==> config.mk <==
export PLATFORM = sky130hd
export DESIGN_NAME = uart_tx_ctrl
export DESIGN_NICKNAME = d
export VERILOG_FILES = /design/src/rtl/uart_pkg.sv /design/src/rtl/uart_baud_gen.sv /design/src/rtl/uart_tx_ctrl.sv
export SDC_FILE = /design/constraint.sdc
export NUM_CORES = 1
export LEC_CHECK = 0
export BUFFER_PORTS_ARGS = -buffer_cell sky130_fd_sc_hd__buf_4
export CORE_ASPECT_RATIO = 0.75
export CORE_UTILIZATION = 50
export CTS_CLUSTER_SIZE = 40
export DETAILED_ROUTE_END_ITERATION = 10
export PLACE_DENSITY = 0.73
export SYNTH_ARGS = -nofsm -noshare
export SYNTH_HDL_FRONTEND = slang
export SYNTH_SLANG_ARGS = --single-unit
==> constraint.sdc <==
create_clock -name clk_i -period 2.1 [get_ports clk_i]
set_clock_uncertainty 0.2 [all_clocks]
set_input_delay 0.105 -clock clk_i [delete_from_list [all_inputs] [get_ports clk_i]]
set_output_delay 0.105 -clock clk_i [all_outputs]
set_load 0.01 [all_outputs]
==> src/rtl/uart_pkg.sv <==
// Shared UART definitions: TX controller state encoding, line levels
// and the baud divisor helper used by both TX and RX controllers.
package uart_pkg;

  typedef enum logic [2:0] {
    IDLE,
    FETCH,
    START,
    DATA,
    STOP
  } tx_state_e;

  localparam logic UART_IDLE_LEVEL  = 1'b1;
  localparam logic UART_START_LEVEL = 1'b0;

  function automatic int baud_divisor(input int clk_hz, input int baud);
    return clk_hz / baud;
  endfunction

endpackage

==> src/rtl/uart_baud_gen.sv <==
// Bit-period counter: counts 0..Divisor-1 and strobes tick_o on the terminal
// count. clr_i restarts the period so a bit can be aligned to an event.
module uart_baud_gen #(
  parameter int Divisor = 434
) (
  input  logic clk_i,
  input  logic rst_i,
  input  logic clr_i,
  output logic tick_o
);

  localparam int CntW = (Divisor > 1) ? $clog2(Divisor) : 1;
  localparam logic [CntW-1:0] LastCnt = CntW'(Divisor - 1);

  logic [CntW-1:0] cnt_reg;
  logic [CntW-1:0] cnt_next;

  assign tick_o = (cnt_reg == LastCnt);

  always_comb begin
    cnt_next = cnt_reg + 1'b1;
    if (clr_i || tick_o) begin
      cnt_next = '0;
    end
  end

  always_ff @(posedge clk_i) begin
    if (rst_i) begin
      cnt_reg <= '0;
    end else begin
      cnt_reg <= cnt_next;
    end
  end

endmodule

==> src/rtl/uart_tx_ctrl.sv <==
// UART transmit controller: pops one byte at a time from the TX FIFO and
// serialises it as start / LSB-first data / stop bits on a registered tx_o.
module uart_tx_ctrl
  import uart_pkg::*;
#(
  parameter int ClkFreqHz = 50_000_000,
  parameter int BaudRate  = 115_200,
  parameter int DataBits  = 8,
  parameter int StopBits  = 1
) (
  input  logic                clk_i,
  input  logic                rst_i,
  input  logic                en_i,
  input  logic                fifo_empty_i,
  output logic                fifo_rd_en_o,
  input  logic [DataBits-1:0] fifo_rd_data_i,
  output logic                tx_o,
  output logic                busy_o,
  output logic                done_o
);

  localparam int Divisor = baud_divisor(ClkFreqHz, BaudRate);
  localparam int BitW    = $clog2(DataBits + 1);
  localparam logic [BitW-1:0] LastDataBit = BitW'(DataBits - 1);
  localparam logic [BitW-1:0] LastStopBit = BitW'(StopBits - 1);

  if (Divisor < 2) begin : g_bad_divisor
    $error("uart_tx_ctrl: baud divisor must be at least 2");
  end
  if (DataBits < 5 || DataBits > 9) begin : g_bad_data_bits
    $error("uart_tx_ctrl: DataBits must be within 5..9");
  end
  if (StopBits < 1 || StopBits > 2) begin : g_bad_stop_bits
    $error("uart_tx_ctrl: StopBits must be 1 or 2");
  end

  tx_state_e           state_reg, state_next;
  logic [DataBits-1:0] shift_reg, shift_next;
  logic [BitW-1:0]     bit_cnt_reg, bit_cnt_next;
  logic                tx_reg, tx_next;
  logic                rd_req;
  logic                baud_clr;
  logic                baud_tick;

  uart_baud_gen #(
    .Divisor(Divisor)
  ) u_baud_gen (
    .clk_i (clk_i),
    .rst_i (rst_i),
    .clr_i (baud_clr),
    .tick_o(baud_tick)
  );

  // A pop is never issued while reset is held, so an aborted frame does not
  // cost the FIFO a second byte.
  assign rd_req = en_i & ~fifo_empty_i & ~rst_i;

  always_comb begin
    state_next   = state_reg;
    shift_next   = shift_reg;
    bit_cnt_next = bit_cnt_reg;
    baud_clr     = 1'b0;
    fifo_rd_en_o = 1'b0;
    done_o       = 1'b0;
    case (state_reg)
      IDLE: begin
        fifo_rd_en_o = rd_req;
        if (rd_req) begin
          state_next = FETCH;
        end
      end
      FETCH: begin
        shift_next   = fifo_rd_data_i;
        bit_cnt_next = '0;
        baud_clr     = 1'b1;
        state_next   = START;
      end
      START: begin
        if (baud_tick) begin
          state_next = DATA;
        end
      end
      DATA: begin
        if (baud_tick) begin
          shift_next = shift_reg >> 1;
          if (bit_cnt_reg == LastDataBit) begin
            bit_cnt_next = '0;
            state_next   = STOP;
          end else begin
            bit_cnt_next = bit_cnt_reg + 1'b1;
          end
        end
      end
      STOP: begin
        if (baud_tick) begin
          if (bit_cnt_reg == LastStopBit) begin
            bit_cnt_next = '0;
            done_o       = 1'b1;
            state_next   = IDLE;
          end else begin
            bit_cnt_next = bit_cnt_reg + 1'b1;
          end
        end
      end
      default: state_next = IDLE;
    endcase
  end

  // Line level is derived from the upcoming state so tx_o can be a flop.
  always_comb begin
    tx_next = UART_IDLE_LEVEL;
    case (state_next)
      START:   tx_next = UART_START_LEVEL;
      DATA:    tx_next = shift_next[0];
      default: tx_next = UART_IDLE_LEVEL;
    endcase
  end

  always_ff @(posedge clk_i) begin
    if (rst_i) begin
      state_reg   <= IDLE;
      shift_reg   <= '0;
      bit_cnt_reg <= '0;
      tx_reg      <= UART_IDLE_LEVEL;
    end else begin
      state_reg   <= state_next;
      shift_reg   <= shift_next;
      bit_cnt_reg <= bit_cnt_next;
      tx_reg      <= tx_next;
    end
  end

  assign tx_o   = tx_reg;
  assign busy_o = (state_reg != IDLE);

endmodule

-- Word-level counts from Yosys, hierarchy flattened
Cells that the tools add are included.
- mux-type cells: 20
- equal/unequal tests: 10
- reduce and logical (&&, ||, !) cells: 9
- add/subtract/negate cells: 2
- bitwise operators: 4
- operator list (operator ; count):
    two-way mux 3 bit ; 6
    two-way mux 4 bit ; 4
    case mux 8 bit (2 select lines) ; 1
    case mux 3 bit (5 select lines) ; 1
    == test 3 x 2 -> 1 bit, second input constant ; 4
    case mux 4 bit (3 select lines) ; 1
    adder 9 x 1 -> 9 bit, second input constant ; 1
    == test 9 bit, second input constant ; 1
    two-way mux 8 bit ; 1
    nonzero test 3 bit ; 2
    two-way mux 1 bit ; 5
    adder 4 x 1 -> 4 bit, second input constant ; 1
    == test 4 x 3 -> 1 bit, second input constant ; 1
    logical NOT 4 bit ; 1
    != test 2 x 1 -> 1 bit, second input constant ; 2
    == test 3 x 1 -> 1 bit, second input constant ; 1
    == test 3 bit, second input constant ; 1
    logical NOT 3 bit ; 1
    AND reduction 3 bit ; 1
    AND 1 bit ; 2
    NOT 1 bit ; 2
    case mux 1 bit (2 select lines) ; 1
    AND reduction 2 bit ; 1
    nonzero test 2 bit ; 1
    other kinds (2) ; 2
- word-level logic and storage cells: 51
- output and inout bits: 4
- register bits: 25
- input port bits: 12

-- Logic depth before layout (Yosys ltp)
Gate-level depths: netlist (run 1).
- depth after elaboration: 7
- gate-level depth with buffers: 8
- depth with buffers taken out: 7

-- Cells and area by module
Synthesis (run 1) repeated with hierarchy kept, for this count alone.
- cell total of the unflattened synthesis: 155
- area total of the unflattened synthesis: 1338.8 um2
- modules (own cells, without submodules) (module ; sequential area each (um2) ; area each (um2) ; times used ; cells each):
    uart_tx_ctrl ; 320.3 ; 892.1 ; 1 ; 106
    uart_baud_gen ; 180.2 ; 446.7 ; 1 ; 49

-- Worst setup path before layout (run 1)
OpenSTA, ideal clock, no wires.
- path type: reg2reg
- start: register u_baud_gen.cnt_reg[2]
- end: register bit_cnt_reg[3]
- data required time: 1.829 ns
- stages on the path, launching flop included: 6
- period minus slack after synthesis: 2.105 ns
- path buffers: 0
- path slack: -0.005 ns
- data arrival time: 1.835 ns
- library setup time: 0.071 ns
- cell sequence: dfxtp_1 or4b_4 o21ai_1 a32oi_2 or4_1 a21oi_1
- cells in the longest elaborated chain, start to end: 3
- elaborated cells on any way between the ends: 4
- classes of those cells: 3 x eq/ne; 1 x reduce/logical
- RTL lines (what ; line ; RTL):
    start, declared ; uart_baud_gen.sv:15 ; logic [CntW-1:0] cnt_reg;
    start signal, assigned ; uart_baud_gen.sv:31 ; cnt_reg <= cnt_next;
    == test 9 bit (*) ; uart_baud_gen.sv:18 ; assign tick_o = (cnt_reg == LastCnt);
    != test 2 x 1 -> 1 bit (no source line) ; - ;
    AND reduction 3 bit (no source line) (*) ; - ;
    end signal, assigned ; uart_tx_ctrl.sv:128 ; bit_cnt_reg <= bit_cnt_next;
    end, declared ; uart_tx_ctrl.sv:39 ; logic [BitW-1:0] bit_cnt_reg, bit_cnt_next;
Every way passes the cells marked *; elsewhere a longest branch is shown, timed or not.
A chain may end at the register's enable or synchronous reset.

-- Worst setup path in the final report (run 1)
- start: register u_baud_gen.cnt_reg[3]
- end: output port done_o
- cells in the longest elaborated chain, start to end: 3
- RTL lines (what ; line ; RTL):
    == test 9 bit ; uart_baud_gen.sv:18 ;
    two-way mux 1 bit ; uart_tx_ctrl.sv:95 ; if (baud_tick) begin
    two-way mux 1 bit ; uart_tx_ctrl.sv:65 ; case (state_reg)
    end, declared ; uart_tx_ctrl.sv:19 ; output logic done_o
No other way between the ends.

==> run_results.csv, run 1 <==
group,metric,value,unit
outcome,status,"complete, but fails checks",
outcome,failed_checks,"setup timing",
finish,fin_cells,212,
logic_synthesis,yosys_most_used_dff,"dfxtp_1",
logic_synthesis,yosys-mux-area-fraction,0,
logic_synthesis,syn_inst,146,
critical_path,required,1.79,ns
timing,clock.fmax,468,MHz
timing,finalHoldViolations,0,
clocking,cts_root_buf,"clkbuf_4",
finish,syn2layout_area_growth,30.0,%
logic_synthesis,synth-compound-area-share,0.200,
power,cellPowerDensity,500,nW/um^2
clocking,htreeDepth,1,
finish,final_cell_mix,"31 x buf_4, 23 x dfxtp_1, 20 x nor2_1",
detailed_routing,vias_per_cell,5.55,
critical_path,crit_end,"done_o",
timing,finalCritPeriodShare,1.02,
critical_path,critical_path.reg2reg.endpoint,"bit_cnt_reg[3]$_SDFFE_PP0P_",
clocking,cts_tree,"done",
placement,io_buffers,15,
global_routing,overflow,0,
timing,finalMaxSlewViolations,0,
finish,largest_register_ffs,9,
logic_synthesis,synth_cell_types,38,
critical_path,path_depth,6,
logic_synthesis,synth_area_leader_cell,"dfxtp_1",
finish,antenna-diode-count,0,
finish,multi_input_area,748,um^2
critical_path,timing.rr.start,"u_baud_gen.cnt_reg[3]$_SDFF_PP0_",
detailed_routing,drt_iter0_markers,38,
logic_synthesis,syn_area,1240,um^2
timing,tightest_slew,0.500,ns
global_routing,grt_antenna_before_repair,0,
placement,place_congestion,0.781,
logic_synthesis,syn_avg_cell_area,8.49,um^2
logic_synthesis,synthesis.nets,162,
logic_synthesis,yosysTopAreaCellShare,0.404,
detailed_routing,wl_per_cell,12.9,um
placement,dp.cells,201,
global_routing,grt_pass1_wl,4220,um
logic_synthesis,ys_seq_area_frac,0.404,
clocking,cts_max_path_buffers,2,
detailed_routing,first_pass_iters,5,
power,power_leakage,0.000614,uW
critical_path,r2r_slack,0.05,ns
logic_synthesis,synth.area.top_cells,"dfxtp_1 40%, nor2_1 6.7%, nor2b_1 5.0%",
power,power,806,uW
timing,setup_viol_count_final,1,
finish,final_common_cell,"buf_4",
timing,period_minus_slack,2.14,ns
timing,rsz0062_at_grt,"true",
floorplan,die_h,45.1,um
finish,fill_cells,196,
critical_path,critical_path.top_delay_family,"simple AND/OR/NAND/NOR gates",
critical_path,crit_buf_inv,2,
detailed_routing,via_count,1177,
timing,whs,0.0460,ns
detailed_routing,ant_nets,0,
finish,utilization,0.692,
critical_path,crit_arrival,1.83,ns
floorplan,start_util,0.533,
logic_synthesis,synth_edf_count,0,
floorplan,num_io_pins,16,
critical_path,crit_fanout,6,
floorplan,dieWidth,59.5,um
logic_synthesis,yosysWarnings,0,
floorplan,rows,15,
critical_path,cp_slowest_cell,"or4b_4",
logic_synthesis,synth_top_family_by_area,"simple AND/OR/NAND/NOR gates",
detailed_routing,drt-total-wl,2740,um
global_routing,grtUsageTotal,0.213,
clocking,cts.sinks,25,
critical_path,crit_chain,"or4b_4 > nor2_4 > buf_8 > nand2_2 > nor2_2 > buf_4",
hold_path,min_path_type,"input port to flip-flop",
logic_synthesis,synthAdderAreaFrac,0.0404,
logic_synthesis,async_flop_share,0,
logic_synthesis,synth_xor_area_frac,0.0424,
floorplan,core_region_area,2330,um^2
timing,finalSetupTns,-0.0372,ns
power,irDropWorstVdd,0.000313,V
critical_path,critical_path_class,"flip-flop to output pin",
logic_synthesis,synthSimpleGateAreaFrac,0.276,
critical_path,cp-startpoint,"u_baud_gen.cnt_reg[3]$_SDFF_PP0_",
global_routing,grt_max_degree,18,
placement,dp_hpwl,1870,um
critical_path,worst_setup_path_start_kind,"flip-flop",
detailed_routing,drc_errors,0,
finish,nNetsFinal,195,
job,cap_violations,0,
global_routing,grt_pass1_vias,974,
floorplan,die-area,2680,um^2
clocking,clk_pin_slew,0.14,ns
critical_path,setup.worst_path.end_class,"output pin",
clocking,clock_latency,0.32,ns
critical_path,max_stage_delay,0.58,ns
timing,slew-limit-headroom,0.666,
clocking,cts_buffers,3,
timing,fin_ws,-0.0372,ns
hold_path,hold_depth,5,
critical_path,r2r_cells,5,
finish,ff_latch_area,503,um^2
logic_synthesis,synth_seq_cells,25,
finish,drive_gt1_frac,0.303,
[timing repair]
action	4_1_cts	5_1_grt
endpoints found under the setup margin	3	5
pin swaps	1	7
hold endpoints to repair	16	0
hold buffers	2	0
setup buffers	0	5
gates resized for setup	2	14
[power by group]
part	internal, uW	switching, uW	total [uW]
clock	71.4	144	216
combinational	53.3	44.2	97.5
sequential	486	6.74	492
[cells by family (layout without fill, tap and decap cells)]
logic type / after synthesis / after routing
compound gates: 34 / 34
fa+ha+maj: 4 / 4
buf+inv: 12 / 44
simple gates: 65 / 65
flops: 25 / 25
xor+xnor: 6 / 6
[how the worst min path moves through the flow]
stage	start	to	slack (ns)
after floorplan	fifo_rd_data_i[7]	shift_reg[7]$_SDFFE_PP0P_	0.05
after global placement	fifo_rd_data_i[7]	shift_reg[7]$_SDFFE_PP0P_	0.15
after detailed placement	fifo_rd_data_i[7]	shift_reg[7]$_SDFFE_PP0P_	0.17
after CTS	fifo_rd_data_i[2]	shift_reg[2]$_SDFFE_PP0P_	0.04
after global routing	fifo_rd_data_i[2]	shift_reg[2]$_SDFFE_PP0P_	0.06
final	fifo_rd_data_i[1]	shift_reg[1]$_SDFFE_PP0P_	0.05
[through the flow]
step / instance area [um^2] / setup slack, ns
floorplan: 1240 / 0.0176
global placement: 1470 / 0.0155
detailed placement: 1470 / -0.0481
CTS: 1520 / -0.0630
global route: 1610 / -0.132
finish: 1610 / -0.0372
[cell type report]
class / instances / share of cell area
clock buffers: 3 / 0.0140
clock inverters: 1 / 0.00311
inverters: 6 / 0.0140
multi-input cells: 109 / 0.464
flip-flops and latches: 25 / 0.312
well taps: 34 / 0.0264
repair buffers: 34 / 0.166
[worst reg2reg max path, cell delays in order, from the launching register on]
cell and delay [ns]:
dfxtp_2 0.34, or4b_4 0.58, nor2_4 0.19, a32oi_4 0.15, or4_4 0.44, a21oi_2 0.12
[routing by layer]
metal	track usage	vias to the layer above	share of wire
met1	0.281	568	0.47
met4	0.0558	0	0.0055
met5	0	-	0
met2	0.344	26	0.49
li1	-	581	-
met3	0.0602	2	0.040
[Yosys cell counts (all sizes together) (4+ instances only)]
master and count:
ha 4, nand3 4, nor2 23, nand2 10
a31oi 7, a21oi 5, a2bb2oi 7, clkbuf 5
dfxtp 25, nor2b 10, o21ai 5, inv 6
Note: power is estimated with default switching activity, not from simulation.
==> run 2: changes to the inputs <==
--- a/config.mk
+++ b/config.mk
@@ -7,6 +7,7 @@
 export LEC_CHECK = 0
 export BUFFER_PORTS_ARGS = -buffer_cell sky130_fd_sc_hd__buf_4
 export CORE_ASPECT_RATIO = 0.75
+export CORE_MARGIN = 4
 export CORE_UTILIZATION = 50
 export CTS_CLUSTER_SIZE = 40
 export DETAILED_ROUTE_END_ITERATION = 10
==> run_results.csv, run 2 (synthesized netlist as in run 1, its figures left out) <==
group,metric,value,unit
power,irDropWorstVdd,0.000378,V
detailed_routing,drt-total-wl,2720,um
detailed_routing,drc_errors,0,
global_routing,grt_pass1_wl,4470,um
floorplan,num_io_pins,16,
hold_path,min_from,"fifo_rd_data_i[3]",
finish,largest_register_ffs,9,
detailed_routing,drt_iter0_markers,59,
finish,fill_cells,233,
critical_path,cp-startpoint,"u_baud_gen.cnt_reg[2]$_SDFF_PP0_",
power,power,808,uW
timing,clock.fmax,474,MHz
clocking,clk_pin_slew,0.14,ns
critical_path,crit_fanout,5,
placement,place_congestion,0.758,
finish,syn2layout_area_growth,25.5,%
critical_path,setup.worst_path.end_class,"flip-flop",
clocking,cts_max_path_buffers,2,
detailed_routing,first_pass_iters,4,
detailed_routing,vias_per_cell,5.38,
clocking,clock_latency,0.32,ns
clocking,cts_buffers,3,
clocking,cts_tree,"done",
timing,setup_viol_count_final,1,
power,intPower,610,uW
detailed_routing,wl_per_cell,13.0,um
timing,whs,0.0434,ns
timing,period_minus_slack,2.11,ns
floorplan,rows,15,
finish,postLayoutCellArea,1560,um^2
finish,utilization,0.669,
finish,ff_latch_area,504,um^2
global_routing,overflow,0,
timing,tightest_slew,0.462,ns
timing,finalCritPeriodShare,1.01,
timing,finalHoldViolations,0,
global_routing,grt_antenna_before_repair,0,
critical_path,worst_setup_path_start_kind,"flip-flop",
timing,slew-limit-headroom,0.692,
hold_path,min_path_type,"input port to flip-flop",
placement,dpl_cell_area,1470,um^2
outcome,failed_checks,"setup timing",
global_routing,grt_pass1_vias,1018,
global_routing,grtUsageTotal,0.172,
outcome,status,"complete, but fails checks",
floorplan,start_util,0.533,
power,cellPowerDensity,519,nW/um^2
power,power_leakage,0.000592,uW
floorplan,core_region_area,2330,um^2
power,clkPwrFrac,0.275,
timing,finalMaxSlewViolations,0,
placement,dp_hpwl,2000,um
power,p_sw,199,uW
clocking,cts.sinks,25,
finish,final_cell_mix,"28 x buf_4, 22 x dfxtp_1, 21 x nor2_1",
floorplan,dieWidth,65.5,um
critical_path,required,2.17,ns
power,pwr-share-comb,0.115,
clocking,cts_root_buf,"clkbuf_4",
finish,drive_gt1_frac,0.263,
detailed_routing,via_count,1125,
finish,multi_input_area,716,um^2
finish,nNetsFinal,192,
finish,final_common_cell,"buf_4",
global_routing,grt_max_degree,23,
timing,rsz0062_at_grt,"true",
floorplan,die-area,3350,um^2
floorplan,die_h,51.1,um
placement,io_buffers,15,
power,swShare,0.246,
detailed_routing,ant_nets,0,
critical_path,timing.rr.start,"u_baud_gen.cnt_reg[2]$_SDFF_PP0_",
clocking,htreeDepth,1,
job,cap_violations,0,
power,seq_power_share,0.611,
critical_path,crit_arrival,2.18,ns
critical_path,critical_path_class,"flip-flop to flip-flop",
timing,fin_ws,-0.0111,ns
finish,antenna-diode-count,0,
## run 2: worst max-delay path, cell delays in order, from the launching register on
cell	delay, ns
dfxtp_2	0.35
or4b_4	0.59
o21ai_4	0.19
a32oi_2	0.09
or4_1	0.51
a21oi_1	0.12
## run 2: path summary, 6_finish.rpt
path                                           end  slack (ns)  cells after the start
setup / recovery       bit_cnt_reg[3]$_SDFFE_PP0P_       -0.01                      5
hold reg to reg   u_baud_gen.cnt_reg[0]$_SDFF_PP0_        0.24                      1
setup reg to reg       bit_cnt_reg[3]$_SDFFE_PP0P_       -0.01                      5
hold / removal           shift_reg[3]$_SDFFE_PP0P_        0.04                      5
## run 2: metal layers
metal,GRT usage,vias up,part of all wire
met1,0.213,534,0.47
li1,-,578,-
met3,0.0527,2,0.027
met4,0.0310,0,0.0052
met2,0.296,11,0.50
met5,0,-,0
## run 2: stage by stage
step           std cells  setup TNS (ns)  setup slack (ns)
2_1_floorplan        146               0            0.0176
3_3_place_gp         201               0            0.0459
3_5_place_dp         201         -0.0870           -0.0870
4_1_cts              208         -0.0356           -0.0210
5_1_grt              209          -0.356            -0.110
6_report             209         -0.0111           -0.0111
## run 2: layout make-up
type                            count  area share
Multi-Input combinational cell    109       0.460
Sequential cell                    25       0.324
Timing Repair Buffer               31       0.155
Tap cell                           34      0.0273
Clock buffer                        3      0.0145
Inverter                            6      0.0145
Clock inverter                      1     0.00482
## run 2: timing repair
item,4_1_cts,5_1_grt
hold buffers,2,0
hold endpoints to repair,16,0
gates resized for setup,3,7
setup buffers,1,1
setup endpoints to repair,3,16
pin swaps,1,4
## run 2: power groups by stage
stage / sequential, uW / combinational (uW) / clock (uW)
6_report: 493 / 92.8 / 222
5_1_grt: 496 / 102 / 248
4_1_cts: 492 / 92.6 / 225
3_5_place_dp: 503 / 87.8 / 0
3_3_place_gp: 502 / 83.7 / 0
2_1_floorplan: 502 / 51.0 / 0
